## config.mk

```make
export PLATFORM = sky130hd
export DESIGN_NAME = instr_fetch
export DESIGN_NICKNAME = d
export VERILOG_FILES = /design/src/rtl/instr_fetch.sv
export SDC_FILE = /design/constraint.sdc
export NUM_CORES = 1
export LEC_CHECK = 0
export CAP_MARGIN = 10
export CORE_MARGIN = 4
export CORE_UTILIZATION = 30
export CTS_BUF_LIST = sky130_fd_sc_hd__clkbuf_16
export CTS_CLUSTER_DIAMETER = 60
export DETAILED_ROUTE_END_ITERATION = 10
export PLACE_DENSITY = 0.68
export SLEW_MARGIN = 0
export SYNTH_ARGS = -nofsm -noshare
export SYNTH_HDL_FRONTEND = slang
export SYNTH_SLANG_ARGS = --single-unit
export TNS_END_PERCENT = 50
```

## constraint.sdc

```tcl
create_clock -name clk -period 4.4 [get_ports clk]
set_clock_uncertainty 0.2 [all_clocks]
set_input_delay 0.44 -clock clk [delete_from_list [all_inputs] [get_ports clk]]
set_output_delay 0.44 -clock clk [all_outputs]
set_load 0.02 [all_outputs]
```

## src/rtl/instr_fetch.sv

```systemverilog
// instr_fetch: single-outstanding instruction fetch unit with redirect handling and a one-entry decode buffer.
// Optional feature macro: FETCH_MISALIGN_CHECK_EN (align redirect targets and flag misalignment).
module instr_fetch #(
    parameter logic [31:0] RESET_PC = 32'h0000_0000
) (
    input  logic        clk,
    input  logic        rstn,
    output logic        imem_req,
    output logic [31:0] imem_addr,
    input  logic        imem_ready,
    input  logic        imem_rvalid,
    input  logic [31:0] imem_rdata,
    input  logic        redirect_valid,
    input  logic [31:0] redirect_pc,
    output logic        id_valid,
    input  logic        id_ready,
    output logic [31:0] id_instr,
    output logic [31:0] id_pc,
    output logic [31:0] id_pc4,
    output logic        misalign_err
);
    typedef enum logic [1:0] {IDLE, REQ, WAIT, DROP} state_t;
    state_t      r_state, w_next;
    logic [31:0] r_pc, r_id_instr, r_id_pc, w_redir_pc;
    logic        r_id_valid, w_slot_free, w_req, w_load;
    assign w_slot_free = ~r_id_valid | id_ready;
    assign w_load      = (r_state == WAIT) & imem_rvalid & ~redirect_valid;
    assign imem_req    = w_req;
    assign imem_addr   = r_pc;
    assign id_valid    = r_id_valid;
    assign id_instr    = r_id_instr;
    assign id_pc       = r_id_pc;
    assign id_pc4      = r_id_pc + 32'd4;
`ifdef FETCH_MISALIGN_CHECK_EN
    logic r_misalign;
    assign w_redir_pc   = {redirect_pc[31:2], 2'b00};
    assign misalign_err = r_misalign;
    // One-cycle pulse after any redirect whose target is not word aligned
    always_ff @(posedge clk) begin
        if (!rstn) r_misalign <= 1'b0;
        else r_misalign <= redirect_valid & (redirect_pc[1:0] != 2'b00);
    end
`else
    assign w_redir_pc   = redirect_pc;
    assign misalign_err = 1'b0;
`endif
    // Next-state and request logic; a response always ends WAIT/DROP even alongside a redirect
    always_comb begin
        w_next = r_state;
        w_req  = 1'b0;
        case (r_state)
            IDLE: w_next = REQ;
            REQ: begin
                w_req  = rstn & w_slot_free & ~redirect_valid;
                w_next = (w_req & imem_ready) ? WAIT : REQ;
            end
            WAIT: w_next = imem_rvalid ? REQ : (redirect_valid ? DROP : WAIT);
            DROP: w_next = imem_rvalid ? REQ : DROP;
        endcase
    end
    // State, PC and decode buffer; redirect overrides both PC advance and buffer contents
    always_ff @(posedge clk) begin
        if (!rstn) begin
            r_state    <= IDLE;
            r_pc       <= RESET_PC;
            r_id_valid <= 1'b0;
            r_id_instr <= 32'h0000_0013;
            r_id_pc    <= RESET_PC;
        end else begin
            r_state    <= w_next;
            r_pc       <= redirect_valid ? w_redir_pc : (w_load ? r_pc + 32'd4 : r_pc);
            r_id_valid <= ~redirect_valid & (w_load | (r_id_valid & ~id_ready));
            if (w_load) begin
                r_id_instr <= imem_rdata;
                r_id_pc    <= r_pc;
            end
        end
    end
endmodule

```

==> summary.txt, run 1 <==
STA
  • Max-slew headroom: 42.5%
  • Worst slew pin tran: between 800 and 900 ps
  • Fin crit share: 78.2%
  • Final hold violations: 0
  • Hold Slack: approximately 230 ps
  • Fin crit period: about 3400 ps
  • Post-Route Setup TNS: 0 ps
  • Count of final max-slew check failures: 0
  • RSZ-0062 raised after global routing: false
  • # setup viols final: 0
  • Fmax: 0.291 GHz

Setup path
  • Register-to-Register Setup Slack: 1970 ps
  • Setup crit start kind: flop
  • Crit end category: primary output
  • Reg-to-reg startpoint: imem_addr[2]$_SDFFE_PN0P_
  • Type of the worst setup path: reg -> out
  • WP data required: 3760 ps
  • Worst path max stage delay: 610 ps
  • Critical-path cell list: and3_1 > nand4_1 > nor4_1 > xor2_1 > clkdlybuf4s50_1
  • Reg2reg path depth: 5
  • Crit path launch: id_pc[4]$_SDFFE_PN0P_
  • Critical R2R Capture: imem_addr[18]$_SDFFE_PN0P_
  • Max stage delay cell, worst path: clkdlybuf4s50_1
  • Crit Path Max Fanout: 8
  • Crit-path leading delay family: simple AND/OR/NAND/NOR gates
  • CP arrival: 2800 ps
  • WP buf/inv: 1

Yosys
  • Post-Syn Nets: 685
  • Ys async rst share: 0%
  • Synthesis Warnings: 0
  • Synth unique cells: 57
  • Avg Cell Area, Syn: 8.17 um2
  • EDFF count, synth: 0
  • Area of the mapped netlist: between 5000 and 6000 um2
  • Primary FF master, synth: dfxtp_1
  • Mapped Cells: 613
  • Yosys reg bits: 99
  • Share of the yosys chip area belonging to registers: 39.6%

Finish
  • Share of cells above drive strength 1: 3.55%
  • Filler cell count: 1625
  • FF+latch area: 1980 um2
  • ANT cells: 0
  • Area grow syn2layout: 47.4%
  • Commonest non-fill, non-tap cell in the layout: clkdlybuf4s50_1
  • Footprint of the multi-input gates: about 2800 um2
  • Final Net Count: 859
  • Commonest non-fill, non-tap cells in the layout: clkdlybuf4s50_1, nand2_1, dfxtp_1, a21boi_0, nand3_1

Routing
  • Total number of vias: 4970
  • First-pass DRT Iterations: 5
  • DRT iter0 DRCs: 320
  • Routed wire length: 16900 um
  • DR WL/cell: approximately 17 um
  • Final ANT Viol Nets: 0
  • Via-to-Cell Ratio: 4.95
  • # DRC: 0

Die
  • Die area: 18800 um2
  • Cell Rows: 46
  • Core footprint: 16100 um2
  • I/O pins: approximately 200
  • Starting Density: 31.1%
  • Die X: roughly 140 um
  • Die height: 137 um

Clock tree
  • Root buffer selected by CTS: clkbuf_16
  • Max H-tree Level: 3
  • Cts repair resizes: 0
  • CTS Hold Buffers Added: 0
  • Worst-skew pair later-pin latency: 340 ps
  • CTS tree: done
  • CTS max path bufs: 2
  • Post-CTS Setup Repair Bufs: 0
  • Worst-path clk slew: 60 ps
  • Sink Count: between 90 and 100
  • CTS Buf Count: 9

Power and ir drop
  • Lkg Pwr: 2.58 nW
  • Max IR drop VDD: around 0.18 mV
  • PwrDens: roughly 260 nW/um2

Global route
  • First-pass GRT wire length: 25900 um
  • Met3 Use GR: 3.14%
  • Met1 usage: 23.8%
  • Total track usage: 17.5%
  • Antenna violations before repair: 0
  • Largest net degree at the start of global routing: 95
  • Vias in the first global route: 4619
  • Layer carrying the most global-route usage: met2
  • M2 GR Usage: 27.8%
  • Congestion Overflow GR: 0

Flow run
  • Max_cap viols: 0

Hold path
  • Hold path startpoint: rstn
  • Min-Delay Path Class: in -> reg
  • Hold Crit Depth: 2
  • Worst Hold Endpoint: imem_addr[1]$_SDFFE_PN0P_

Placed design
  • Post-DP HPWL: 12300 um
  • PortBufs: around 200
  • RD Place Congestion: around 0.80

Run status
  • Status: finished clean
metal layers:
metal,part of all wire [%],wire length (um),vias up
li1,-,-,2505
met1,45,7630,2281
met2,47,7900,163
met3,5.8,984,21
met4,2.1,358,0
met5,0,0,-
where the power goes:
| part | internal, W | total, W | switching (W) |
|---|---|---|---|
| Sequential | 0.000919 | 0.000965 | 0.0000465 |
| Combinational | 0.000129 | 0.000226 | 0.0000964 |
| Clock | 0.000366 | 0.000694 | 0.000327 |
| Total | 0.00141 | 0.00188 | 0.000470 |
cell usage after synthesis, types with 3 or more instances:
master | count | share of area (%)
nor4_1 | 11 | 1.4
and4_1 | 13 | 2.3
nand4_1 | 17 | 2.1
a211oi_1 | 4 | 0.60
o21a_1 | 6 | 0.90
inv_1 | 7 | 0.52
and3_1 | 8 | 1.0
nor2b_1 | 5 | 0.62
a21boi_0 | 62 | 9.3
nand2b_1 | 11 | 1.4
clkbuf_1 | 33 | 2.5
nor2_1 | 11 | 0.82
xnor2_1 | 19 | 3.3
o311a_1 | 7 | 1.4
xor2_1 | 19 | 3.3
nand3_1 | 29 | 2.9
dfxtp_1 | 99 | 40
o211a_1 | 7 | 1.4
mux2i_1 | 3 | 0.60
a21oi_1 | 6 | 0.60
and2_1 | 5 | 0.62
buf_4 | 4 | 0.60
a31oi_1 | 3 | 0.37
nor3_1 | 16 | 1.6
nand2_1 | 150 | 11
o21ai_0 | 16 | 1.6
buf_2 | 4 | 0.40
how the worst max path moves through the flow:
stage	to	cells after the start
2_1_floorplan	id_pc4[30]	5
3_3_place_gp	id_pc4[31]	5
3_5_place_dp	id_pc4[31]	5
4_1_cts	id_pc4[31]	5
5_1_grt	id_pc4[25]	5
6_report	id_pc4[31]	5
state kept, by name, indices dropped and copies added, names as in the netlist:
name	count
id_instr	32
id_pc	32
id_valid	1
imem_addr	32
r_state	2
metrics by stage:
step,setup WS (ps),util (%),total power [W],area [um2],cells
final,961,45.8,0.00188,7380,1005
after global placement,1280,44.3,0.00121,7140,992
after floorplan,1970,-,0.00107,5010,613
after global routing,756,45.8,0.00196,7380,1005
after detailed placement,1310,44.3,0.00121,7140,992
after CTS,926,45.8,0.00191,7380,1005
worst reg2reg max path: cells and delay by family, from the launching register on:
kind | cells | cell delay [ps]
compound gates | 2 | 490
fa+ha+maj | 1 | 220
flops | 1 | 480
simple gates | 2 | 940
final cells by class:
type / instances / share of cell area (%)
sequential: 99 / 26.8
multi-input combinational: 464 / 38.3
clock inverter: 4 / 0.203
clock buffer: 9 / 3.05
inverter: 8 / 0.407
tap: 216 / 3.66
timing repair buffer: 205 / 27.5
logic make-up (layout without fill, tap and decap cells):
| family | after synthesis | after routing | synth area share, % |
|---|---|---|---|
| buf+inv | 50 | 226 | 4.30 |
| compound gates | 121 | 121 | 17.8 |
| simple gates | 299 | 299 | 30.5 |
| other cells | 1 | 1 | 0.0749 |
| fa+ha+maj | 2 | 2 | 0.500 |
| mux | 3 | 3 | 0.600 |
| flops | 99 | 99 | 39.6 |
| xor+xnor | 38 | 38 | 6.65 |
Power figures use the tool's default switching activity.
==> run 2: changes to the inputs <==
==> constraint.sdc (replaced) <==
create_clock -name clk -period 3.6 [get_ports clk]
set_clock_uncertainty 0.2 [all_clocks]
set_input_delay 0.36 -clock clk [delete_from_list [all_inputs] [get_ports clk]]
set_output_delay 0.36 -clock clk [all_outputs]
set_load 0.02 [all_outputs]
==> run 2 against run 1 <==
Effect of this change:
- clock power grew 26%
- setup slack lost 690 ps
- largest power group unchanged
- hold slack lost 100 ps
- total power grew 23%
- highest routed layer unchanged
- critical path depth grew 1
- sequential power grew 22%
==> summary.txt, run 2 (synthesis results as in run 1) <==
Routing
  • # DRC: 0 (unchanged)
  • Total number of vias: 4991 (+0.42%)
  • DRT iter0 DRCs: 271 (-15%)
  • DR WL/cell: 16.6 um (-0.91%)
  • Final ANT Viol Nets: 0 (unchanged)
  • Routed wire length: 16800 um (-0.61%)
  • Via-to-Cell Ratio: 4.95 (+0.12%)
  • First-pass DRT Iterations: 5 (unchanged)

Power and ir drop
  • Gate power share: 11.8% (-0.2 points)
  • Pint: 0.00173 W (+23%)
  • Clk network pwr share: 37.5% (+0.7 points)
  • Sw Pwr: 0.000591 W (+26%)
  • Register share of total power: 50.7% (-0.5 points)
  • PwrDens: 314 nW/um2 (+23%)
  • Sw Ratio: 25.4% (+0.46 points)
  • Lkg Pwr: 2.58 nW (+0.27%)
  • Max IR drop VDD: 0.230 mV (+29%)
  • Tot Pwr: 0.00233 W (+23%)

Finish
  • Non-Filler Instances: 1008 (+0.30%)
  • Commonest non-fill, non-tap cells in the layout: clkdlybuf4s50_1, nand2_1, dfxtp_1, a21boi_0, nand3_1
  • Final Net Count: 860 (+0.12%)
  • Commonest non-fill, non-tap cell in the layout: clkdlybuf4s50_1
  • Area grow syn2layout: 47.8%
  • Share of cells above drive strength 1: 3.91% (+0.37 points)
  • ANT cells: 0 (unchanged)

Hold path
  • Hold path startpoint: rstn
  • Hold Crit Depth: 2 (unchanged)
  • Worst Hold Endpoint: r_state[1]$_SDFF_PN0_
  • Min-Delay Path Class: in -> reg

Placed design
  • RD Place Congestion: 0.784 (-1.5%)
  • Post-DP HPWL: 12200 um (-0.91%)
  • PortBufs: 199 (unchanged)
  • Placed insts: 993 (+0.10%)
  • Place WS: 620 ps (-692 ps)

Flow run
  • Max_cap viols: 0 (unchanged)

STA
  • Fin crit period: 3330 ps
  • RSZ-0062 raised after global routing: false
  • Fmax: 0.300 GHz
  • # setup viols final: 0 (unchanged)
  • Max-slew headroom: 41.4% (-1.1 points)
  • Fin crit share: 92.5%
  • Post-Route Setup TNS: 0 ps (unchanged)
  • Count of final max-slew check failures: 0 (unchanged)
  • Worst slew pin tran: 880 ps (+16.9 ps)
  • Worst Setup Slack, final: 271 ps (-690 ps)
  • Final hold violations: 0 (unchanged)

Clock tree
  • CTS tree: done
  • Worst-path clk slew: 70 ps (about the same)
  • Cts repair resizes: 0 (unchanged)
  • CTS Buf Count: 9 (unchanged)
  • Post-CTS Setup Repair Bufs: 0 (unchanged)
  • CTS Hold Buffers Added: 0 (unchanged)
  • Worst-skew pair later-pin latency: 350 ps (about the same)
  • Sink Count: 99 (unchanged)
  • Max H-tree Level: 3 (unchanged)
  • CTS max path bufs: 2 (unchanged)
  • Root buffer selected by CTS: clkbuf_16

Setup path
  • Reg2reg path depth: 5 (unchanged)
  • Crit Path Max Fanout: 8 (unchanged)
  • Register-to-Register Setup Slack: 1150 ps (-820 ps)
  • Critical R2R Capture: imem_addr[18]$_SDFFE_PN0P_
  • Setup crit start kind: flop
  • Type of the worst setup path: reg -> out
  • WP data required: 3040 ps (-720 ps)
  • Reg-to-reg startpoint: imem_addr[2]$_SDFFE_PN0P_
  • CP arrival: 2770 ps (-30 ps)
  • Crit end category: primary output

Die
  • I/O pins: 201 (unchanged)
  • Die X: 137 um (unchanged)
  • Cell Rows: 46 (unchanged)
  • Die area: 18800 um2 (unchanged)
  • Core footprint: 16100 um2 (unchanged)
  • Starting Density: 31.1% (unchanged)
  • Die height: 137 um (unchanged)

Global route
  • First-pass GRT wire length: 25600 um (-1.2%)
  • Congestion Overflow GR: 0 (unchanged)
  • Total track usage: 17.4% (-0.18 points)
  • Vias in the first global route: 4546 (-1.6%)
  • Largest net degree at the start of global routing: 96 (+1.1%)
  • Antenna violations before repair: 0 (unchanged)

Run status
  • Status: finished clean
[run 2: changes by cell type in the layout (fill, tap and decap cells not counted)]
cell      before  now
clkinv_2       0    2
buf_4          6    7
clkinv_1       2    4
inv_1         10    8
[run 2: per-stage QoR]
step           hold slack (ps)  util (%)  cell area [um2]
2_1_floorplan              284         -             5010
3_3_place_gp               252      44.4             7150
3_5_place_dp               258      44.4             7150
4_1_cts                    113      45.9             7400
5_1_grt                    120      45.9             7400
6_report                   129      45.9             7400
[run 2: how the worst max path moves through the flow]
stage	depth (start not counted)	start	to
floorplan	5	id_pc[2]$_SDFFE_PN0P_	id_pc4[30]
global placement	5	id_pc[4]$_SDFFE_PN0P_	id_pc4[31]
detailed placement	6	id_pc[2]$_SDFFE_PN0P_	id_pc4[20]
CTS	6	id_pc[2]$_SDFFE_PN0P_	id_pc4[20]
global route	5	id_pc[4]$_SDFFE_PN0P_	id_pc4[27]
finish	6	id_pc[2]$_SDFFE_PN0P_	id_pc4[30]
[run 2: power groups by stage]
stage	sequential (W)	clock [W]	combinational [W]
floorplan	0.00121	0	0.0000945
global placement	0.00120	0	0.000276
detailed placement	0.00120	0	0.000276
CTS	0.00118	0.000894	0.000278
global route	0.00118	0.000945	0.000295
finish	0.00118	0.000872	0.000275
[run 2: per-layer routing]
layer	share of wire, %	wire, um	GRT usage, %	vias to the layer above
met5	0	0	0	-
met4	2.0	340	5.43	0
met3	5.9	997	3.62	21
met2	47	7830	27.5	154
met1	45	7600	23.7	2306
li1	-	-	-	2510
[run 2: final cells by class]
type / count / area, um2
Fill cell: 1615 / 8720
Multi-Input combinational cell: 464 / 2830
Timing Repair Buffer: 206 / 2040
Sequential cell: 99 / 1980
Tap cell: 216 / 270
Clock buffer: 9 / 225
Inverter: 8 / 30.0
Clock inverter: 6 / 25.0
[run 2: worst max-delay path, cell delays in order, from the launching register on]
cell and delay [ps]:
dfxtp_1 460, ha_1 260, and2_1 160, nand4_1 400, nor3_1 360, xor2_1 170
clkdlybuf4s50_1 610
